<file path="config.mk">
export PLATFORM = sky130hd
export DESIGN_NAME = game_flow_ctrl
export DESIGN_NICKNAME = d
export VERILOG_FILES = /design/src/rtl/game_pkg.sv /design/src/rtl/skill_pool.sv /design/src/rtl/game_flow_ctrl.sv
export SDC_FILE = /design/constraint.sdc
export NUM_CORES = 1
export LEC_CHECK = 0
export CELL_PAD_IN_SITES_DETAIL_PLACEMENT = 0
export CELL_PAD_IN_SITES_GLOBAL_PLACEMENT = 1
export CORE_AREA = 2 2 65 67
export CTS_BUF_LIST = sky130_fd_sc_hd__clkbuf_2
export CTS_CLUSTER_DIAMETER = 200
export DETAILED_ROUTE_END_ITERATION = 6
export DIE_AREA = 0 0 67 69
export GPL_ROUTABILITY_DRIVEN = 0
export PLACE_DENSITY_LB_ADDON = 0.1
export SYNTH_ARGS = -nofsm -noshare
export SYNTH_HDL_FRONTEND = slang
export SYNTH_HIERARCHICAL = 1
export SYNTH_SLANG_ARGS = --single-unit
</file>
<file path="constraint.sdc">
create_clock -name clk -period 4.2 [get_ports clk]
set_input_delay 0.63 -clock clk [delete_from_list [all_inputs] [get_ports clk]]
set_output_delay 0.63 -clock clk [all_outputs]
set_load 0.005 [all_outputs]
</file>
<file path="src/rtl/game_pkg.sv">
// Shared encodings for the brick-game flow controller.
// Latency: none (constants and types only).
// Backpressure: none.
package game_pkg;

    localparam int STATE_W        = 3;
    localparam int TICK_PERIOD_MS = 50;

    typedef enum logic [STATE_W-1:0] {
        ST_MENU  = 3'd0,
        ST_WIN   = 3'd1,
        ST_LOSE  = 3'd2,
        ST_PLAY  = 3'd3,
        ST_LOAD  = 3'd4,
        ST_PAUSE = 3'd5
    } game_state_t;

endpackage

</file>
<file path="src/rtl/skill_pool.sv">
// Skill-point pool: tick-driven regeneration counter, saturating point store, lowest-index grant arbiter.
// Latency: grant pulse and point update appear on the clk edge that samples tick.
// Backpressure: none; requests not granted in their tick are dropped.
module skill_pool
#(
    parameter int  SKILL_MAX    = 3,
    parameter int  SKILL_PERIOD = 200,
    parameter int  NUM_SKILLS   = 3,
    localparam int KW           = $clog2(SKILL_MAX + 1),
    localparam int CW           = $clog2(SKILL_PERIOD)
)
(
    input  logic                  clk,
    input  logic                  rst,
    input  logic                  tick,
    input  logic                  pool_clr,
    input  logic                  ctr_clr,
    input  logic                  run,
    input  logic [NUM_SKILLS-1:0] skill_req,
    input  logic [NUM_SKILLS-1:0] skill_active,
    output logic [KW-1:0]         skill_point,
    output logic [NUM_SKILLS-1:0] skill_grant
);

    logic [CW-1:0]         ctr_q;
    logic [NUM_SKILLS-1:0] cand;
    logic [NUM_SKILLS-1:0] pick;
    logic                  wrap;
    logic                  give;
    logic [KW-1:0]         point_d;

    assign cand = skill_req & ~skill_active;
    // Isolate the lowest set bit: that is the winning channel.
    assign pick = cand & (~cand + 1'b1);
    assign wrap = run && (ctr_q == CW'(SKILL_PERIOD - 1));
    assign give = run && (|cand) && (skill_point != '0);

    always_comb begin
        point_d = skill_point;
        if (give) begin
            point_d = point_d - 1'b1;
        end
        if (wrap && (point_d != KW'(SKILL_MAX))) begin
            point_d = point_d + 1'b1;
        end
    end

    always_ff @(posedge clk or negedge rst) begin
        if (!rst) begin
            ctr_q       <= '0;
            skill_point <= '0;
            skill_grant <= '0;
        end else begin
            skill_grant <= (tick && give) ? pick : '0;
            if (tick) begin
                skill_point <= pool_clr ? '0 : point_d;
                if (ctr_clr) begin
                    ctr_q <= '0;
                end else if (run) begin
                    ctr_q <= wrap ? '0 : ctr_q + 1'b1;
                end
            end
        end
    end

endmodule

</file>
<file path="src/rtl/game_flow_ctrl.sv">
// Brick-game flow sequencer: menu/load/play/win/lose FSM, stage index, lives, skill pool (optional PAUSE via GAME_PAUSE_EN).
// Latency: every state change and the stage_load/skill_grant pulses land on the clk edge that samples tick.
// Backpressure: none; inputs are sampled only with tick, events outside a tick are not seen.
module game_flow_ctrl
    import game_pkg::*;
#(
    parameter int  NUM_STAGES   = 3,
    parameter int  LIVES_INIT   = 5,
    parameter int  SKILL_MAX    = 3,
    parameter int  SKILL_PERIOD = 200,
    parameter int  NUM_SKILLS   = 3,
    localparam int SW           = (NUM_STAGES > 1) ? $clog2(NUM_STAGES) : 1,
    localparam int KW           = $clog2(SKILL_MAX + 1)
)
(
    input  logic                  clk,
    input  logic                  rst,
    input  logic                  tick,
    input  logic                  start_press,
    input  logic                  ball_lost,
    input  logic                  stage_clear,
    input  logic [NUM_SKILLS-1:0] skill_req,
    input  logic [NUM_SKILLS-1:0] skill_active,
    output logic [STATE_W-1:0]    state,
    output logic [SW-1:0]         stage_idx,
    output logic                  stage_load,
    output logic [7:0]            life_point,
    output logic [KW-1:0]         skill_point,
    output logic [NUM_SKILLS-1:0] skill_grant
);

    game_state_t st_q;
    game_state_t st_d;
    logic [SW-1:0] stage_d;
    logic [7:0]    life_d;
    logic          lost_q;
    logic          lost_evt;
    logic          pause_req;
    logic          pool_clr;
    logic          ctr_clr;
    logic          pool_run;

    assign state    = st_q;
    // A held ball_lost level costs one life: only its rising edge (tick-sampled) counts.
    assign lost_evt = ball_lost & ~lost_q;

`ifdef GAME_PAUSE_EN
    assign pause_req = start_press;
`else
    assign pause_req = 1'b0;
`endif

    always_comb begin
        st_d     = st_q;
        stage_d  = stage_idx;
        life_d   = life_point;
        pool_clr = 1'b0;
        ctr_clr  = 1'b0;
        pool_run = 1'b0;
        case (st_q)
            ST_MENU: begin
                if (start_press) begin
                    st_d     = ST_LOAD;
                    stage_d  = '0;
                    life_d   = 8'(LIVES_INIT);
                    pool_clr = 1'b1;
                end
            end
            ST_LOAD: begin
                st_d    = ST_PLAY;
                ctr_clr = 1'b1;
            end
            ST_PLAY: begin
                // Skill/regen only run on ticks where no higher-priority event fires.
                if (stage_clear) begin
                    if (stage_idx == SW'(NUM_STAGES - 1)) begin
                        st_d = ST_WIN;
                    end else begin
                        stage_d = stage_idx + 1'b1;
                        st_d    = ST_LOAD;
                    end
                end else if (lost_evt) begin
                    life_d = life_point - 8'd1;
                    if (life_point == 8'd1) begin
                        st_d = ST_LOSE;
                    end
                end else if (pause_req) begin
                    st_d = ST_PAUSE;
                end else begin
                    pool_run = 1'b1;
                end
            end
            ST_PAUSE: begin
                if (start_press) begin
                    st_d = ST_PLAY;
                end
            end
            ST_WIN, ST_LOSE: begin
                if (start_press) begin
                    st_d = ST_MENU;
                end
            end
            default: begin
                st_d = ST_MENU;
            end
        endcase
    end

    always_ff @(posedge clk or negedge rst) begin
        if (!rst) begin
            st_q       <= ST_MENU;
            stage_idx  <= '0;
            life_point <= 8'(LIVES_INIT);
            stage_load <= 1'b0;
            lost_q     <= 1'b0;
        end else begin
            stage_load <= tick && (st_q == ST_LOAD);
            if (tick) begin
                st_q       <= st_d;
                stage_idx  <= stage_d;
                life_point <= life_d;
                lost_q     <= ball_lost;
            end
        end
    end

    skill_pool #(
        .SKILL_MAX    (SKILL_MAX),
        .SKILL_PERIOD (SKILL_PERIOD),
        .NUM_SKILLS   (NUM_SKILLS)
    ) u_skill_pool (
        .clk          (clk),
        .rst          (rst),
        .tick         (tick),
        .pool_clr     (pool_clr),
        .ctr_clr      (ctr_clr),
        .run          (pool_run),
        .skill_req    (skill_req),
        .skill_active (skill_active),
        .skill_point  (skill_point),
        .skill_grant  (skill_grant)
    );

endmodule
</file>
==> results.md <==
- Sequential cell area fraction in the yosys report: 0.412
- Port Buf Inserts: 30
- Nets: 223
- Post-CTS Hold Buffers: 0
- EDFF count, synth: 0
- Critical path cell sequence: nand3b_4 -> nor3_1 -> inv_1 -> a311oi_4 -> mux2i_1 -> ha_1 -> nor4_4 -> xor2_1 -> mux2i_1 -> o22ai_1
- Status: finished, final reports clean
- GR Util met2: 0.268
- Drt drc: 0
- Synthesized area: 1710 um2
- Async set-reset flop share out of synthesis: 1.00
- FMAX: 319 MHz
- Detail Route Antenna Nets: 0
- Xor/xnor share of the synthesized area: 0.0308
- Max stage delay on crit path: 690 ps
- Gr busiest metal: met2
- Skew final: 12.2 ps
- Synth top area share: 0.381
- Core area: 3910 um2
- Area delta synth->final: 22.7%
- Grt ovf: 0
- Post-CTS Setup Inserts: 0
- Ports: 31
- Die W: 67 um
- Max-Cap Viols: 0
- Final min period: 3130 ps
- First-pass GRT wire length: 6.14 mm
- Commonest cells in the netlist: 26 x dfrtp_1, 17 x nor2_1, 14 x nand2_1, 12 x inv_1, 9 x o21ai_1
- CP Depth: 10
- Clk root buf: clkbuf_2
- Leak Pwr: 0.000878 uW
- Met1 usage: 0.240
- Critical R2R Launch: state[0]
- Final Hold Viols: 0
- Worst setup path end: u_skill_pool/skill_point[0]
- CTS Buf Count: 3
- Mux share of post-synthesis cell area: 0.0367
- DR vias/cell: 5.39
- Worst setup path start: state[0]
- First-pass iteration count of the detailed router: 4
- Clock Latency Late Sink: 370 ps
- Worst-path clk slew: 290 ps
- Tcrit/Tclk final: 0.746
- Synth Area in Simple Gates: 0.265
- R2R cell count: 10
- Yosys warns: 6
- Slew @ Worst Pin: 603 ps
- Worst r2r dst: u_skill_pool/skill_point[0]
- Clk buf depth: 2
- Hold WC Path Type: register to register
- Worst rel slew slack: 0.595
- VDD IR-drop max: 0.000298 V
- Biggest area consumer among synthesized cells: dfrtp_1
- Worst Path Class, Setup: register to register
- Largest family of logic cells by synthesized area: simple AND/OR/NAND/NOR gates
- CP endpoint kind: register
- Worst endpoint required time: 4490 ps
- Via count: 1368
- Initial antenna violation count: 0
- 1st-iter DRT viols: 114
- Worst Path Max Fanout: 11
- Vias in the first global route: 1303
- FP Rows: 23
- Utilization after layout: 0.535
- Critical path's most frequent cell: mux2i_1
- Pin count of the biggest net entering global routing: 29
- CTS tree: yes
- PwrDens: 504 nW/um2
- Post-Synth Adder-Cell Area: 0.0440
- Post-CTS sizing: 0
- Starting Density: 0.436
- Count leader, synth: dfrtp_1
- Final WL: 3.55 mm
- Setup violations, final: 0
- Post-synthesis cell count: 172
- DIE AREA: 4620 um2
- R2r setup slk: 1070 ps
- Slew Viols, Final: 0
- Top cells by area, synth: dfrtp_1 38%, ha_1 4.4%, nor2_1 3.7%
- Post-detail-place hpwl: 2.59 mm
- H-tree depth: 1
- Gr usage total: 0.166
- Syn_nets: 190
- M3 GR Usage: 0.0196
- Clock sinks: 28
- CP top delay family: simple AND/OR/NAND/NOR gates
- Post-synthesis compound-gate area fraction: 0.164
- Startpoint class of the critical path: register
- RSZ-0062 raised after global routing: no
- Die H: 69 um
- CP Data Arrival Time: 3420 ps
- Yosys cell types: 48
- Share of cells above drive strength 1: 0.108
- CP max stage cell: dfrtp_1
- Number of synthesized register bits: 28
- Wire length per cell: 14.0 um
- Crit path buf inv count: 1
- Setup TNS: 0 ps
- Antenna Cells: 0
- Most common flop cell mapped by yosys: dfrtp_1
- Mean post-synth cell area: 9.92 um2
## how the worst min path moves through the flow
stage,startpoint,end,depth (start not counted)
floorplan,rst,life_point[1],0
global placement,u_skill_pool/ctr_q[1],u_skill_pool/ctr_q[1],2
detailed placement,life_point[7],life_point[7],1
CTS,life_point[7],life_point[7],1
global route,life_point[7],life_point[7],1
finish,life_point[7],life_point[7],1
## registers in the layout, summed over array words and instances (netlist names)
register and flops:
u_skill_pool/skill_grant 3, u_skill_pool/ctr_q 8, lost_q 1, state 3, u_skill_pool/skill_point 2, life_point 8, stage_idx 2, stage_load 1
## per-stage QoR
| stage | setup WS, ps | cells | hold slack, ps | area [um2] | power, uW |
|---|---|---|---|---|---|
| after floorplan | 1440 | 172 | 334 | 1710 | 740 |
| after global placement | 784 | 250 | 487 | 2050 | 877 |
| after detailed placement | 635 | 250 | 494 | 2050 | 896 |
| after CTS | 1020 | 254 | 530 | 2090 | 1060 |
| after global routing | 830 | 254 | 558 | 2090 | 1140 |
| final | 1070 | 254 | 526 | 2090 | 1050 |
## cells in the final DEF (no fill, tap or decap), types with 5 or more instances in the layout
master and n:
inv_1 12, ha_1 6, dfrtp_1 26, clkdlybuf4s50_1 30, o21ai_1 9, nand2_1 14
nor2_1 17, o31ai_1 5, nand3_1 5, nand2b_1 6, o21ai_0 5, nor3_1 8
## power breakdown
| part | total (uW) | switching, uW | internal (uW) |
|---|---|---|---|
| logic | 427 | 200 | 227 |
| registers | 461 | 119 | 342 |
| clock network | 167 | 85.0 | 81.8 |
| total | 1050 | 404 | 651 |
## area by class of cell
type                    instances  area [um2]
multi-input cells             128         923
fillers                       385        1820
repair buffers                 32         315
well taps                      50        62.6
clock inverters                 1        30.0
flip-flops and latches         28         703
clock buffers                   3        15.0
inverters                      12        45.0
## layer usage
layer	vias up	routed length, um	share of wire
met1	655	1690	0.48
met3	2	157	0.044
li1	678	-	-
met2	33	1690	0.48
met4	0	10	0.0028
met5	-	0	0
## cell families (layout without fill, tap and decap cells)
group,count (synthesis),count (layout)
AND/OR/NAND/NOR,72,72
AO/OA/AOI/OAI,38,38
flip-flops,28,28
buffers and inverters,16,48
adder cells (fa/ha/maj),6,6
XOR/XNOR,6,6
multiplexers,6,6
Power figures use the tool's default switching activity.
